## src/rtl/spell_wb_master.sv

```systemverilog
// Wishbone initiator for the spell core register window: single reads/writes from a
// command/response port, plus a run-and-wait sequence that polls REG_RUN and returns the final PC.
module spell_wb_master #(
  parameter logic [31:0] BASE_ADDR      = 32'h3000_0000,
  parameter int unsigned TIMEOUT_CYCLES = 255,
  parameter int unsigned POLL_INTERVAL  = 16
) (
  input  logic        clock,
  input  logic        reset,

  input  logic        cmd_valid,
  output logic        cmd_ready,
  input  logic [1:0]  cmd_op,
  input  logic [23:0] cmd_addr,
  input  logic [31:0] cmd_data,
  input  logic        abort,

  output logic        rsp_valid,
  output logic [31:0] rsp_data,
  output logic        rsp_error,
  output logic        busy,

  output logic        o_wb_cyc,
  output logic        o_wb_stb,
  output logic        o_wb_we,
  output logic [31:0] o_wb_addr,
  output logic [31:0] o_wb_data,
  input  logic        i_wb_ack,
  input  logic [31:0] i_wb_data
);

  localparam logic [2:0] S_IDLE      = 3'd0;
  localparam logic [2:0] S_STROBE    = 3'd1;
  localparam logic [2:0] S_WAIT_ACK  = 3'd2;
  localparam logic [2:0] S_POLL_WAIT = 3'd3;
  localparam logic [2:0] S_RESP      = 3'd4;

  localparam logic [1:0] PH_RUN_WRITE = 2'd0;
  localparam logic [1:0] PH_POLL      = 2'd1;
  localparam logic [1:0] PH_PC_READ   = 2'd2;

  localparam logic [1:0] OP_READ  = 2'd0;
  localparam logic [1:0] OP_WRITE = 2'd1;
  localparam logic [1:0] OP_RUN   = 2'd2;

  localparam logic [23:0] REG_PC  = 24'h000;
  localparam logic [23:0] REG_RUN = 24'h00C;

  // Counters start at 0 on entry, so the last counted cycle is the interval minus one.
  localparam logic [15:0] TIMEOUT_LAST = 16'(TIMEOUT_CYCLES - 1);
  localparam logic [15:0] POLL_LAST    = 16'(POLL_INTERVAL - 1);

  logic [2:0]  state;
  logic [1:0]  op_q;
  logic [1:0]  phase;
  logic [15:0] timeout_cnt;
  logic [15:0] poll_cnt;

  function automatic logic [31:0] bus_addr(input logic [23:0] offset);
    return BASE_ADDR | {8'b0, offset};
  endfunction

  assign cmd_ready = (state == S_IDLE);
  assign busy      = (state != S_IDLE);

  // NOTE: all state below is sequential, so every assignment is non-blocking; a later
  // assignment to the same register in the same cycle simply overrides an earlier one.
  always_ff @(posedge clock) begin
    if (reset) begin
      state       <= S_IDLE;
      op_q        <= OP_READ;
      phase       <= PH_RUN_WRITE;
      timeout_cnt <= '0;
      poll_cnt    <= '0;
      o_wb_cyc    <= 1'b0;
      o_wb_stb    <= 1'b0;
      o_wb_we     <= 1'b0;
      o_wb_addr   <= '0;
      o_wb_data   <= '0;
      rsp_valid   <= 1'b0;
      rsp_data    <= '0;
      rsp_error   <= 1'b0;
    end else begin
      case (state)
        S_IDLE: begin
          if (cmd_valid) begin
            op_q     <= cmd_op;
            o_wb_cyc <= 1'b1;
            o_wb_stb <= 1'b1;
            state    <= S_STROBE;
            if (cmd_op == OP_RUN) begin
              phase     <= PH_RUN_WRITE;
              o_wb_we   <= 1'b1;
              o_wb_addr <= bus_addr(REG_RUN);
              o_wb_data <= {30'b0, cmd_data[1], 1'b1};
            end else begin
              // Reserved op 3 falls through here as a plain read.
              o_wb_we   <= (cmd_op == OP_WRITE);
              o_wb_addr <= bus_addr(cmd_addr);
              o_wb_data <= cmd_data;
            end
          end
        end

        S_STROBE: begin
          // Single-cycle strobe: the slave acts on every stb&&cyc cycle.
          o_wb_stb    <= 1'b0;
          timeout_cnt <= '0;
          state       <= S_WAIT_ACK;
        end

        S_WAIT_ACK: begin
          if (i_wb_ack && o_wb_cyc) begin
            if (op_q == OP_RUN) begin
              case (phase)
                PH_RUN_WRITE: begin
                  o_wb_cyc <= 1'b0;
                  phase    <= PH_POLL;
                  poll_cnt <= '0;
                  state    <= S_POLL_WAIT;
                end
                PH_POLL: begin
                  if (i_wb_data[0]) begin
                    o_wb_cyc <= 1'b0;
                    poll_cnt <= '0;
                    state    <= S_POLL_WAIT;
                  end else begin
                    // Core is asleep: chain straight into the PC read.
                    phase     <= PH_PC_READ;
                    o_wb_stb  <= 1'b1;
                    o_wb_we   <= 1'b0;
                    o_wb_addr <= bus_addr(REG_PC);
                    o_wb_data <= '0;
                    state     <= S_STROBE;
                  end
                end
                default: begin
                  o_wb_cyc  <= 1'b0;
                  rsp_valid <= 1'b1;
                  rsp_data  <= {24'b0, i_wb_data[7:0]};
                  rsp_error <= 1'b0;
                  state     <= S_RESP;
                end
              endcase
            end else begin
              o_wb_cyc  <= 1'b0;
              rsp_valid <= 1'b1;
              rsp_data  <= (op_q == OP_WRITE) ? 32'h0 : i_wb_data;
              rsp_error <= 1'b0;
              state     <= S_RESP;
            end
          end else if (timeout_cnt == TIMEOUT_LAST) begin
            o_wb_cyc  <= 1'b0;
            rsp_valid <= 1'b1;
            rsp_data  <= '0;
            rsp_error <= 1'b1;
            state     <= S_RESP;
          end else begin
            timeout_cnt <= timeout_cnt + 16'd1;
          end
        end

        S_POLL_WAIT: begin
          // Abort is honoured only here, between bus cycles.
          if (abort) begin
            rsp_valid <= 1'b1;
            rsp_data  <= '0;
            rsp_error <= 1'b1;
            state     <= S_RESP;
          end else if (poll_cnt == POLL_LAST) begin
            o_wb_cyc  <= 1'b1;
            o_wb_stb  <= 1'b1;
            o_wb_we   <= 1'b0;
            o_wb_addr <= bus_addr(REG_RUN);
            o_wb_data <= '0;
            state     <= S_STROBE;
          end else begin
            poll_cnt <= poll_cnt + 16'd1;
          end
        end

        S_RESP: begin
          rsp_valid <= 1'b0;
          state     <= S_IDLE;
        end

        default: begin
          o_wb_cyc  <= 1'b0;
          o_wb_stb  <= 1'b0;
          rsp_valid <= 1'b0;
          state     <= S_IDLE;
        end
      endcase
    end
  end

endmodule
```

## config.mk

```make
export PLATFORM = sky130hd
export DESIGN_NAME = spell_wb_master
export DESIGN_NICKNAME = d
export VERILOG_FILES = /design/src/rtl/spell_wb_master.sv
export SDC_FILE = /design/constraint.sdc
export NUM_CORES = 1
export LEC_CHECK = 0
export BUFFER_PORTS_ARGS = -buffer_cell sky130_fd_sc_hd__buf_2
export CAP_MARGIN = 0
export CORE_ASPECT_RATIO = 0.9
export CORE_MARGIN = 2
export CORE_UTILIZATION = 51
export DETAILED_ROUTE_END_ITERATION = 8
export GPL_TIMING_DRIVEN = 0
export PLACE_DENSITY = 0.93
export SYNTH_ARGS = -nofsm -noshare
export SYNTH_HDL_FRONTEND = slang
export SYNTH_SLANG_ARGS = --single-unit
```

## constraint.sdc

```tcl
create_clock -name clock -period 2.4 [get_ports clock]
set_input_delay 0.24 -clock clock [delete_from_list [all_inputs] [get_ports clock]]
set_output_delay 0.24 -clock clock [all_outputs]
set_load 0.005 [all_outputs]
```

==> metrics.md <==
| Metric | Value |
|---|---|
| Non-Filler Instances | `1083` |
| Via density | `5.92` |
| Overall power | `5.80 mW` |
| Port Buffers | `191` |
| TritonCTS Sinks | `133` |
| Largest net degree at the start of global routing | `17` |
| GRT Resource Usage Total | `28.4%` |
| RSZ-0062 raised after global routing | `true` |
| R2r endpoint | `poll_cnt[10]` |
| Setup Viol. Count Final | `0` |
| Ant diodes | `0` |
| Deepest clock path buffer count | `2` |
| Post-synthesis average cell area | `8.51 sq um` |
| Max cap viols | `0` |
| Ys async rst share | `0%` |
| Status | `completed` |
| GRT overflow | `0` |
| Yosys cell types | `65` |
| Routed wire length | `18.2 mm` |
| CP Class | `flip-flop to flip-flop` |
| Max FO, Critical Path | `9` |
| Clock root buffer | `clkbuf_16` |
| Setup TNS | `0 ps` |
| Die Area | `12500 sq um` |
| Yosys reg bits | `133` |
| NetSw | `1.59 mW` |
| Crit. End Element | `flip-flop` |
| Fraction of layout cells with a size suffix above 1 | `31.8%` |
| Gp weighted congestion | `0.911` |
| Hold Crit Class | `input port to flip-flop` |
| Core ar. | `11400 sq um` |
| Sequential area share after synthesis | `44.8%` |
| Skew-Pair Late Insertion Delay | `410 ps` |
| CTS Buf Count | `17` |
| Htree depth | `4` |
| Period utilisation layout | `97.7%` |
| PnR worst setup slack | `54.7 ps` |
| Req. time, crit path | `2740 ps` |
| Fin area | `7750 sq um` |
| Detailed Place HPWL | `12.7 mm` |
| Worst-Margin Slew | `1010 ps` |
| Slew margin rel. | `32.2%` |
| Clk slew on worst S/H paths | `60 ps` |
| Ports | `198` |
| P&R area growth vs syn | `30.2%` |
| DRT Pass-1 Iters | `5` |
| Final Critical Period | `2350 ps` |
| R2R depth | `6` |
| Fmax | `0.426 GHz` |
| Placed Cells | `1051` |
| Final Hold Viols | `0` |
| Power per cell area | `748 nW/um^2` |
| Vias | `6406` |
| Placed Area | `7120 sq um` |
| Logic gate share of total power | `14.4%` |
| TritonCTS clock tree | `built` |
| R2R setup slack | `50 ps` |
| Antenna Violating Nets Remaining | `0` |
| Clock power frac | `44.1%` |
| Reg2reg start | `poll_cnt[0]` |
| Mapped cell area | `5950 sq um` |
| Final #Nets | `1014` |
| Switching part of the total | `27.4%` |
| Worst setup SP type | `flip-flop` |
| Die W | `118 microns` |
| Synth warn | `0` |
| Routed wire per std cell | `16.8 microns` |
| DRC viols | `0` |
| Post-route core utilization | `68.0%` |
| Worst Skew | `7.42 ps` |
| Hold slack final | `104 ps` |
| Place WS | `-53.8 ps` |
| Hold-fix buffers, CTS | `0` |
| Internal Power | `4.21 mW` |
| First-pass GRT wire length | `29.2 mm` |
| Die height | `106 microns` |
| Count of pins over their slew limit | `0` |
| Post-Syn Instances | `699` |
| IR Drop Worst-Case VDD | `0.000606 V` |
| Vias in the first global route | `6070` |
| Primary FF master, synth | `dfxtp_1` |
| Crit path from | `poll_cnt[0]` |
| Worst Path Arrival | `2680 ps` |
| Floorplan row count | `37` |
| Initial antenna violation count | `0` |
| Worst setup path endpoint | `poll_cnt[10]` |
| Hold path depth | `3` |
| Starting Density | `52.2%` |
| Sequential fraction of design power | `41.5%` |
| Number of DRC markers in iteration 0 | `584` |
| Static Leak | `3.35 nW` |
| Post-synth EDFFs | `0` |
==> kinds of logic after synthesis <==
logic type | synth area share, %
AND/OR/NAND/NOR | 24.0
buffers and inverters | 5.64
XOR/XNOR | 1.77
flip-flops | 44.8
adder cells (fa/ha/maj) | 0.841
multiplexers | 0.168
AO/OA/AOI/OAI | 22.8
other | 0.0630
==> critical path, stage by stage, from the launching register on <==
cell and delay, ps:
dfxtp_1 350, ha_1 270, and3_1 250, a41oi_2 470
a31oi_1 240, or4_1 540, o22ai_1 150
==> power groups by stage <==
stage          combinational (mW)  sequential (mW)  clock (mW)
2_1_floorplan               0.438             2.45           0
3_3_place_gp                0.780             2.44           0
3_5_place_dp                0.793             2.45           0
4_1_cts                     0.809             2.40        2.58
5_1_grt                     0.906             2.42        2.66
6_report                    0.837             2.40        2.56
==> layout by cell type, fill, tap and decap left out, types with 6 or more instances in the layout <==
cell	count
dfxtp_1	133
or3_1	9
nand3_1	50
inv_1	13
nor3_1	12
clkbuf_16	17
a31o_1	36
a21oi_1	53
nor2_1	76
nand4_1	8
conb_1	6
buf_4	8
clkbuf_1	28
and3_1	8
a31o_2	17
buf_2	211
o21ai_0	22
xor2_1	10
nand2_1	81
o211ai_1	32
==> final cells by class <==
type / count / area [sq um]
tap: 156 / 195
sequential: 133 / 2660
timing repair buffer: 192 / 963
buffer: 60 / 299
multi-input combinational: 498 / 3000
clock inverter: 13 / 149
fill: 921 / 3640
clock buffer: 18 / 429
inverter: 13 / 48.8
==> worst min-delay path by stage <==
| stage | to | start | slack (ps) |
|---|---|---|---|
| final | rsp_data[13] | i_wb_data[13] | 100 |
| after global routing | rsp_data[23] | i_wb_data[23] | 110 |
| after CTS | rsp_data[20] | i_wb_data[20] | 100 |
| after detailed placement | o_wb_we | o_wb_we | 450 |
| after global placement | rsp_valid | rsp_valid | 430 |
| after floorplan | op_q[1] | cmd_op[1] | 390 |
==> flip-flops by register name, indices dropped and copies added (netlist names), 2 cells and up <==
signal / flops
rsp_data: 32
timeout_cnt: 16
op_q: 2
phase: 2
state: 3
o_wb_addr: 25
o_wb_data: 32
poll_cnt: 16
==> synth_stat cells (all sizes together), types with 2 or more instances <==
master	count	share of area, %
a21oi	55	4.8
a221oi	3	0.55
a22oi	2	0.25
a31o	53	7.8
a31oi	5	0.53
a41oi	2	0.42
and2	3	0.32
and3	8	0.84
and3b	2	0.29
and4	4	0.59
buf	30	2.9
clkbuf	30	1.9
dfxtp	133	45
ha	4	0.84
inv	13	0.82
nand2	81	5.1
nand2b	2	0.21
nand3	50	4.2
nand4	9	1.1
nor2	77	4.9
nor2b	3	0.32
nor3	15	1.5
nor3b	3	0.55
nor4	6	1.1
nor4b	2	0.50
o211ai	32	4.0
o21ai	23	1.9
o22ai	2	0.21
o31ai	5	0.72
o41ai	2	0.29
or3	9	0.95
or3b	2	0.29
xnor2	2	0.29
xor2	10	1.5
==> metal layers <==
| metal | part of all wire [%] | vias up | GRT usage [%] |
|---|---|---|---|
| li1 | - | 2955 | - |
| met5 | 0 | - | 0 |
| met2 | 48 | 367 | 47.7 |
| met4 | 4.2 | 0 | 14.1 |
| met3 | 8.2 | 79 | 7.35 |
| met1 | 39 | 3005 | 33.8 |
==> repair_timing <==
action | 4_1_cts | 5_1_grt
pin swaps | 0 | 2
buffers inserted | 0 | 1
endpoints found under the setup margin | 45 | 58
resized for setup | 2 | 12
Note: power is estimated with default switching activity, not from simulation.
